--- src/rtl/mc_main_fsm.sv ---
// Multicycle CPU main control FSM: sequences fetch/decode/execute/writeback and drives datapath selects.
// Latency: outputs are combinational from state (plus mem_ready/op/funct for handshake pulses); waits on mem_ready.
module mc_main_fsm (
    input  logic       clk,
    input  logic       reset,
    input  logic [1:0] op,
    input  logic [5:0] funct,
    input  logic       mem_ready,
    output logic       mem_req,
    output logic       ir_write,
    output logic       next_pc,
    output logic       adr_src,
    output logic       alu_src_a,
    output logic [1:0] alu_src_b,
    output logic       alu_op,
    output logic [1:0] result_src,
    output logic       reg_w,
    output logic       mem_w,
    output logic       branch,
    output logic       retire,
    output logic       illegal,
    output logic [3:0] state
);

    typedef enum logic [3:0] {
        S_FETCH  = 4'd0,
        S_DECODE = 4'd1,
        S_MEMADR = 4'd2,
        S_MEMRD  = 4'd3,
        S_MEMWB  = 4'd4,
        S_MEMWR  = 4'd5,
        S_EXECR  = 4'd6,
        S_EXECI  = 4'd7,
        S_ALUWB  = 4'd8,
        S_BRANCH = 4'd9
    } state_t;

    logic [3:0] r_state;
    logic [3:0] w_next;
    logic       w_unused;

    // Only funct[5] (imm vs reg) and funct[0] (load vs store) steer sequencing.
    assign w_unused = ^funct[4:1];
    assign state    = r_state;

    always_ff @(posedge clk) begin
        if (reset) begin
            r_state <= S_FETCH;
        end else begin
            r_state <= w_next;
        end
    end

    always_comb begin
        w_next     = S_FETCH;
        mem_req    = 1'b0;
        ir_write   = 1'b0;
        next_pc    = 1'b0;
        adr_src    = 1'b0;
        alu_src_a  = 1'b0;
        alu_src_b  = 2'b00;
        alu_op     = 1'b0;
        result_src = 2'b00;
        reg_w      = 1'b0;
        mem_w      = 1'b0;
        branch     = 1'b0;
        retire     = 1'b0;
        illegal    = 1'b0;
        case (r_state)
            S_FETCH: begin
                mem_req    = 1'b1;
                alu_src_a  = 1'b1;
                alu_src_b  = 2'b10;
                result_src = 2'b10;
                ir_write   = mem_ready;
                next_pc    = mem_ready;
                w_next     = mem_ready ? S_DECODE : S_FETCH;
            end
            S_DECODE: begin
                alu_src_a  = 1'b1;
                alu_src_b  = 2'b10;
                result_src = 2'b10;
                case (op)
                    2'b00:   w_next = funct[5] ? S_EXECI : S_EXECR;
                    2'b01:   w_next = S_MEMADR;
                    2'b10:   w_next = S_BRANCH;
                    default: begin
                        w_next  = S_FETCH;
                        illegal = 1'b1;
                    end
                endcase
            end
            S_MEMADR: begin
                alu_src_b = 2'b01;
                w_next    = funct[0] ? S_MEMRD : S_MEMWR;
            end
            S_MEMRD: begin
                mem_req = 1'b1;
                adr_src = 1'b1;
                w_next  = mem_ready ? S_MEMWB : S_MEMRD;
            end
            S_MEMWB: begin
                result_src = 2'b01;
                reg_w      = 1'b1;
                retire     = 1'b1;
                w_next     = S_FETCH;
            end
            S_MEMWR: begin
                // Request and write strobe stay up for the whole wait.
                mem_req = 1'b1;
                adr_src = 1'b1;
                mem_w   = 1'b1;
                retire  = mem_ready;
                w_next  = mem_ready ? S_FETCH : S_MEMWR;
            end
            S_EXECR: begin
                alu_src_b = 2'b00;
                alu_op    = 1'b1;
                w_next    = S_ALUWB;
            end
            S_EXECI: begin
                alu_src_b = 2'b01;
                alu_op    = 1'b1;
                w_next    = S_ALUWB;
            end
            S_ALUWB: begin
                result_src = 2'b00;
                reg_w      = 1'b1;
                retire     = 1'b1;
                w_next     = S_FETCH;
            end
            S_BRANCH: begin
                alu_src_b  = 2'b01;
                result_src = 2'b10;
                branch     = 1'b1;
                retire     = 1'b1;
                w_next     = S_FETCH;
            end
            default: w_next = S_FETCH;
        endcase
    end

endmodule
--- config.mk ---
export PLATFORM = sky130hd
export DESIGN_NAME = mc_main_fsm
export DESIGN_NICKNAME = d
export VERILOG_FILES = /design/src/rtl/mc_main_fsm.sv
export SDC_FILE = /design/constraint.sdc
export NUM_CORES = 1
export LEC_CHECK = 0
export ABC_AREA = 1
export BUFFER_PORTS_ARGS = -buffer_cell sky130_fd_sc_hd__buf_2
export CAP_MARGIN = 30
export CORE_AREA = 4 4 41 43
export DETAILED_ROUTE_END_ITERATION = 8
export DIE_AREA = 0 0 45 47
export GPL_TIMING_DRIVEN = 0
export PLACE_DENSITY = 0.59
export SKIP_LAST_GASP = 1
export SYNTH_ARGS = -nofsm -noshare
export SYNTH_HDL_FRONTEND = slang
export SYNTH_SLANG_ARGS = --single-unit
--- constraint.sdc ---
create_clock -name clk -period 1.2 [get_ports clk]
set_input_delay 0.06 -clock clk [delete_from_list [all_inputs] [get_ports clk]]
set_output_delay 0.06 -clock clk [all_outputs]
set_load 0.03 [all_outputs]
# Word-level counts from Yosys, hierarchy flattened
# Cells that the tools add are included.
[op_classes]
magnitude_cmp = 0
n_addsub = 0
n_mux = 20
n_reduce_logical = 11
n_bitwise = 0
n_eq_ne = 11
div = 0
n_shift = 0
multipliers = 0
[op_table]
columns = ["cell", "n"]
rows = [
  ["one-hot mux 4 bit (6 select lines)", 1],
  ["equality test 4 x 3 -> 1 bit (second input constant)", 4],
  ["OR reduction 3 bit", 5],
  ["two-way mux 1 bit", 12],
  ["one-hot mux 4 bit (3 select lines)", 1],
  ["two-way mux 3 bit", 3],
  ["equality test 4 x 2 -> 1 bit (second input constant)", 2],
  ["equality test 4 bit (second input constant)", 2],
  ["one-hot mux 2 bit (2 select lines)", 2],
  ["OR reduction 2 bit", 4],
  ["equality test 4 x 1 -> 1 bit (second input constant)", 1],
  ["logical NOT 4 bit", 1],
  ["equality test 2 x 1 -> 1 bit (second input constant)", 1],
  ["equality test 2 bit (second input constant)", 1],
  ["logical NOT 2 bit", 1],
  ["one-hot mux 1 bit (2 select lines)", 1],
]
[totals]
regBits = 4
ram_bits = 0
latch_bits = 0
rom_bits = 0
memories = 0
wordCells = 43
inputBits = 11
output_inout_bits = 19

# Depth between registers and ports, before layout
# Gate-level depths: netlist of the first run.
[logic_depth]
word_depth = 4
mapped_depth = 7
ltp_nobuf = 7

# Worst setup path before layout of the first run
# Ideal clock, no wire load.
[synth_path]
kind = "reg2out"
from = "register r_state[2], in the netlist state[2]"
to = "output retire"
n_path_buf = 0
setup_slack_ns = -0.583
path_stages_with_launch = 5
arrival_ns = 1.723
t_required_ns = 1.140
path_cell_list = "dfxtp_1 > nand2_1 > nor2_2 > inv_1 > o211ai_1"
[synth_via]
elab_chain_len = 3
elab_cells_between_ends = 6
cone_classes = "4 x eq/ne; 1 x mux; 1 x reduce/logical"
[synth_lines]
columns = ["element", "line_no", "rtl"]
rows = [
  ["start: declaration", "38", "logic [3:0] r_state;"],
  ["start signal: assignment", "50", "r_state <= w_next;"],
  ["equality test 4 bit or equality test 4 x 3 -> 1 bit (tied branches)", "69", "case (r_state)"],
  ["OR reduction 3 bit (no line)", "--", ""],
  ["one-hot mux 1 bit (2 select lines) *", "69", ""],
  ["end: declaration", "20", "output logic retire,"],
]
# Mark *: on every way between the ends. The rest lies on a longest branch, timed or not.

# Final worst setup path of the first run
[layout_path]
from = "register r_state[3], in the netlist state[3]"
to = "output retire"
# Same word-level chain as after synthesis.

==> impl_metrics.env, run 1 <==
export IMPL_layout_common_cells="buf_2, inv_1, buf_4, nor2_1, nand2_1"
export IMPL_clock_skew_final_ns=0.001668
export IMPL_rows=13
export IMPL_synth_nets=82
export IMPL_mostFrequentLayoutCell="buf_2"
export IMPL_tightestPinTransition_ns=0.1704
export IMPL_drv_cap=0
export IMPL_slew_headroom_pct=88.56
export IMPL_drc=0
export IMPL_rsz0062_at_grt="yes"
export IMPL_power_leakage_nw=0.4204
export IMPL_cts_hold_buf=0
export IMPL_gp_congestion=0.8048
export IMPL_drive_gt1_share_pct=56.86
export IMPL_clk_pin_slew_worst_paths_ns=0.04
export IMPL_hold_start="reset"
export IMPL_grt_total_usage_pct=12.39
export IMPL_hold_end="state[3]$_SDFF_PP0_"
export IMPL_postSynthCellCount=71
export IMPL_dr_total_vias=530
export IMPL_grt_pass1_vias=449
export IMPL_fin_util_pct=53.75
export IMPL_io_pins=30
export IMPL_worst_setup_path_type="reg -> out"
export IMPL_cts_made_buffers=3
export IMPL_routed_wl_mm=1.122
export IMPL_hold_class="in -> reg"
export IMPL_antenna_found_initial=0
export IMPL_fp_dieW_um=45
export IMPL_setup_violations=5
export IMPL_timing_rr_end="state[0]$_SDFF_PP0_"
export IMPL_core_um2=1301
export IMPL_nets=115
export IMPL_setup_slack_ns=-0.07664
export IMPL_fmax_mhz=783.3
export IMPL_hold_ws_ns=0.01351
export IMPL_cp_arrival_ns=1.22
export IMPL_syn_area_um2=385.4
export IMPL_dr_pass1_iters=2
export IMPL_n_antenna_cell=0
export IMPL_ys_ff_latch=4
export IMPL_synth_top_cell_area_share_pct=20.78
export IMPL_seq_area_um2=95.09
export IMPL_vias_per_cell=4.530
export IMPL_reg2regPathDepth=6
export IMPL_multiInputGateArea_um2=286.5
export IMPL_largest_register_ff_count=4
export IMPL_cts_tree="yes"
export IMPL_fin_crit_sh_pct=106.4
export IMPL_dieArea_um2=2115
export IMPL_synth_area_leaders="dfxtp_1, inv_1, nand2_1"
export IMPL_cellPowerDensity_nw_per_um2=980.3
export IMPL_status="finished with violations"
export IMPL_area_delta_synth_final_pct=81.49
export IMPL_avgSynthCellArea_um2=5.428
export IMPL_whs_path_depth=2
export IMPL_clkSinkCount=4
export IMPL_crit_fanout=4
export IMPL_violations="negative setup slack"
export IMPL_ant_nets=0
export IMPL_synth_area_leader_cell="dfxtp_1"
export IMPL_port_buffers=25
export IMPL_yosysSeqAreaShare_pct=20.78
export IMPL_synth_cell_types=14
export IMPL_htreeDepth=1
export IMPL_ys_warn_count=0
export IMPL_clk_latency_ns=0.24
export IMPL_clk_path_buf_depth=2
export IMPL_dp_hpwl_um=908.2
export IMPL_period_needed_ns=1.277
export IMPL_hold_viol_final=0
export IMPL_reg2reg_slack_ns=0.15
export IMPL_cts_root_buffer="clkbuf_4"
export IMPL_r2r_start="state[3]$_SDFF_PP0_"
export IMPL_grt_pass1_wl_mm=1.821
export IMPL_grt_overflow=0
export IMPL_die_h_um=47
export IMPL_slew_viol_final=0
export IMPL_grt_max_degree=7
export IMPL_vdd_drop_max_v=0.0007571
export IMPL_worstSetupEndpointType="output pin"
export IMPL_fillCellCount=149
export IMPL_start_kind="flop"
export IMPL_start_util_pct=29.62
export IMPL_dr_first_iter_drc_count=6
export IMPL_required_ns=1.14
export IMPL_routedWlPerCell_um=9.590
[cells in the mapped netlist]
cell type,number
inv_2,2
nor3_1,1
nand2_1,14
nand3_1,9
o21ai_0,2
a21oi_1,1
o211ai_1,3
nor2_4,1
o21bai_1,1
inv_1,14
dfxtp_1,4
nor2_1,14
nor2_2,3
buf_4,2
[worst max-delay path by stage]
| stage | from | to | slack [ns] | depth (start not counted) |
|---|---|---|---|---|
| 2_1_floorplan | state[3]$_SDFF_PP0_ | retire | -0.21 | 5 |
| 3_3_place_gp | state[1]$_SDFF_PP0_ | next_pc | 0.10 | 5 |
| 3_5_place_dp | state[1]$_SDFF_PP0_ | next_pc | 0.10 | 5 |
| 4_1_cts | state[1]$_SDFF_PP0_ | retire | -0.09 | 6 |
| 5_1_grt | state[1]$_SDFF_PP0_ | retire | -0.15 | 6 |
| 6_report | state[3]$_SDFF_PP0_ | retire | -0.08 | 6 |
[per-stage QoR]
stage	power (W)	setup WS (ns)	cells	area [um^2]	setup TNS [ns]
2_1_floorplan	0.0003731	-0.2111	71	422.9	-0.2111
3_3_place_gp	0.0004509	0.1000	111	566.8	0
3_5_place_dp	0.0004522	0.1016	111	566.8	0
4_1_cts	0.0006669	-0.08828	116	641.9	-0.3237
5_1_grt	0.0007409	-0.1519	117	699.4	-1.069
6_report	0.0006857	-0.07664	117	699.4	-0.2208
[worst max-delay path, stage by stage, from the launching register on]
cell      delay [ns]
dfxtp_4         0.36
inv_4           0.07
nand2_4         0.06
nor2_4          0.11
inv_2           0.05
o211ai_1        0.15
buf_4           0.18
[cell families (layout without fill, tap and decap cells)]
logic type	after synthesis	count (layout)	synth area share (%)
DFF	4	4	20.78
buffers and inverters	18	49	19.48
AOI/OAI and AO/OA	7	7	11.69
and+or+nand+nor	42	42	48.05
[repair_timing]
action                                  CTS  global route
pin swaps                                 4             3
gates resized for setup                  16            17
endpoints found under the setup margin   12            14
buffers inserted                          2             1
[report_power, final]
part	internal, W	switching (W)	total (W)
combinational	0.000138	0.000218	0.000356
sequential	0.000141	0.0000190	0.000160
clock	0.000112	0.0000578	0.000170
total	0.000391	0.000295	0.000686
[per-layer routing]
metal  global-route usage (%)  routed length [um]  part of all wire (%)  up-vias
met1                    14.51                 481                    43      220
met2                    18.64                 498                    44       23
met4                    8.772                  23                   2.0        0
met3                    4.598                 119                    11        5
li1                         -                   -                     -      282
met5                        0                   0                     0        -
[layout make-up]
type                    instances  share of cell area, %
clock buffers                   3                  3.220
plain buffers                   2                  2.683
repair buffers                 28                  27.91
inverters                      16                  8.945
multi-input cells              49                  40.97
flip-flops and latches          4                  13.60
well taps                      15                  2.683
No activity file was read; power rests on OpenSTA's default activity.
==> run 2: changes to the inputs <==
Settings changed: CELL_PAD_IN_SITES_DETAIL_PLACEMENT from default to 1, CELL_PAD_IN_SITES_GLOBAL_PLACEMENT from default to 2, CORE_AREA 4 4 41 43 to default, CORE_ASPECT_RATIO from default to 1.2, CORE_MARGIN from default to 4, CORE_UTILIZATION from default to 16, DIE_AREA 0 0 45 47 to default, PLACE_DENSITY 0.59 to 0.73.
==> run 2 against run 1 <==
  * The flow still finishes with violations (negative setup slack)
  * Largest cell class unchanged
  * Sequential power hardly changed
  * Cell count is 15% higher
  * Maximum frequency is 1.7% lower
  * Largest power group unchanged
  * Total power is 1.9% higher
  * Critical path type unchanged
==> impl_metrics.env, run 2 (synthesis results as in run 1) <==
export IMPL_crit_chain="inv_4, nand2_2, nor2_4, inv_2, o211ai_1, buf_4"
export IMPL_status="finished with violations"
export IMPL_clock_skew_final_ns=0.001578
export IMPL_hold_end="state[3]$_SDFF_PP0_"
export IMPL_period_needed_ns=1.299
export IMPL_stdcell_count=135
export IMPL_drive_gt1_share_pct=58.65
export IMPL_fp_dieW_um=52.80
export IMPL_dr_total_vias=560
export IMPL_area_delta_synth_final_pct=91.88
export IMPL_required_ns=1.14
export IMPL_clk_path_buf_depth=2
export IMPL_setup_slack_ns=-0.09902
export IMPL_crit_fanout=5
export IMPL_dp_hpwl_mm=1.174
export IMPL_worstSetupEndpointType="output pin"
export IMPL_setup_violations=7
export IMPL_whs_path_depth=2
export IMPL_grt_pass1_wl_mm=2.428
export IMPL_clk_latency_ns=0.24
export IMPL_ant_nets=0
export IMPL_rsz0062_at_grt="yes"
export IMPL_fmax_mhz=769.8
export IMPL_cts_made_buffers=3
export IMPL_timing_rr_end="state[0]$_SDFF_PP0_"
export IMPL_gp_congestion=0.7274
export IMPL_cts_root_buffer="clkbuf_4"
export IMPL_clk_pin_slew_worst_paths_ns=0.04
export IMPL_cts_tree="yes"
export IMPL_seq_area_um2=95.09
export IMPL_dieArea_um2=3261
export IMPL_place_area_um2=586.8
export IMPL_cp_slowest_stage_delay_ns=0.36
export IMPL_start_kind="flop"
export IMPL_rows=19
export IMPL_layout_common_cells="buf_4, inv_1, nor2_1, buf_2, nand3_1"
export IMPL_slew_viol_final=0
export IMPL_dp_cells=127
export IMPL_power_leakage_nw=0.4189
export IMPL_mostFrequentLayoutCell="buf_4"
export IMPL_critical_path_slowest_cell="dfxtp_4"
export IMPL_drc=0
export IMPL_nets=117
export IMPL_violations="negative setup slack"
export IMPL_fillCellCount=311
export IMPL_grt_overflow=0
export IMPL_vdd_drop_max_v=0.0003682
export IMPL_grt_pass1_vias=572
export IMPL_fin_crit_sh_pct=108.3
export IMPL_reg2reg_slack_ns=0.13
export IMPL_hold_start="reset"
export IMPL_n_antenna_cell=0
export IMPL_largest_register_ff_count=4
export IMPL_io_pins=30
export IMPL_tightestPinTransition_ns=0.2035
export IMPL_slew_headroom_pct=86.40
export IMPL_drv_cap=0
export IMPL_worst_setup_path_type="reg -> out"
export IMPL_cp_arrival_ns=1.24
export IMPL_core_um2=2306
export IMPL_antenna_found_initial=0
export IMPL_die_h_um=61.76
export IMPL_place_worst_setup_slack_ns=0.06218
export IMPL_clkSinkCount=4
export IMPL_final_area_um2=739.5
export IMPL_dr_pass1_iters=4
export IMPL_cellPowerDensity_nw_per_um2=945.0
export IMPL_grt_total_usage_pct=10.52
export IMPL_hold_class="in -> reg"
export IMPL_routedWlPerCell_um=10.89
export IMPL_port_buffers=25
export IMPL_start_util_pct=16.71
export IMPL_routed_wl_mm=1.470
export IMPL_hold_viol_final=0
export IMPL_dr_first_iter_drc_count=1
export IMPL_vias_per_cell=4.148
export IMPL_grt_max_degree=8
export IMPL_multiInputGateArea_um2=287.8
export IMPL_htreeDepth=1
export IMPL_r2r_start="state[2]$_SDFF_PP0_"
export IMPL_reg2regPathDepth=6
## run 2: area by class of cell
| cell class | instances | share of cell area (%) |
|---|---|---|
| plain buffers | 2 | 2.030 |
| clock buffers | 3 | 3.046 |
| inverters | 16 | 8.799 |
| multi-input cells | 49 | 38.92 |
| flip-flops and latches | 4 | 12.86 |
| well taps | 31 | 5.245 |
| repair buffers | 30 | 29.10 |
## run 2: worst max path at each step
stage                         from      endpoint  slack [ns]  cells past startpoint
4_1_cts        state[0]$_SDFF_PP0_  alu_src_b[0]       -0.09                      5
3_3_place_gp   state[1]$_SDFF_PP0_       next_pc        0.07                      5
2_1_floorplan  state[3]$_SDFF_PP0_        retire       -0.21                      5
6_report       state[1]$_SDFF_PP0_        retire        -0.1                      6
5_1_grt        state[0]$_SDFF_PP0_        retire       -0.22                      5
3_5_place_dp   state[1]$_SDFF_PP0_       next_pc        0.06                      5
## run 2: where the power goes
part	switching, W	internal [W]	total, W	leakage, nW
sequential	0.0000200	0.000141	0.000161	0.0356
clock	0.0000618	0.000112	0.000174	0.0138
combinational	0.000224	0.000140	0.000364	0.370
total	0.000306	0.000393	0.000699	0.419
## run 2: worst max-delay path, delay by kind of cell (launching register included)
kind | cells | cell delay [ns]
simple gates | 2 | 0.18
buf+inv | 3 | 0.30
compound gates | 1 | 0.16
flops | 1 | 0.36
## run 2: repair_timing
| action | CTS | global route |
|---|---|---|
| hold buffers | 0 | 0 |
| resized for setup | 26 | 10 |
| endpoints found under the hold margin | 0 | 0 |
| endpoints found under the setup margin | 14 | 16 |
| pin swaps | 5 | 0 |
| buffers inserted | 5 | 0 |
## run 2: per-layer routing
| metal | share of wire [%] | up-vias | track usage [%] |
|---|---|---|---|
| met5 | 0 | - | 0 |
| met4 | 2.0 | 0 | 5.474 |
| met3 | 5.1 | 5 | 2.387 |
| met2 | 55 | 19 | 20.04 |
| met1 | 38 | 252 | 10.60 |
| li1 | - | 284 | - |
## run 2: metrics by stage
stage                     hold WS (ns)  setup TNS (ns)  total power, W  util, %
after global routing           0.02165          -1.497       0.0007502    32.07
after global placement          0.2610               0       0.0004593    25.45
after CTS                     0.009135         -0.5586       0.0007025    30.98
after floorplan                 0.1194         -0.2111       0.0003731        -
final                          0.01100         -0.4654       0.0006988    32.07
after detailed placement        0.2622               0       0.0004612    25.45
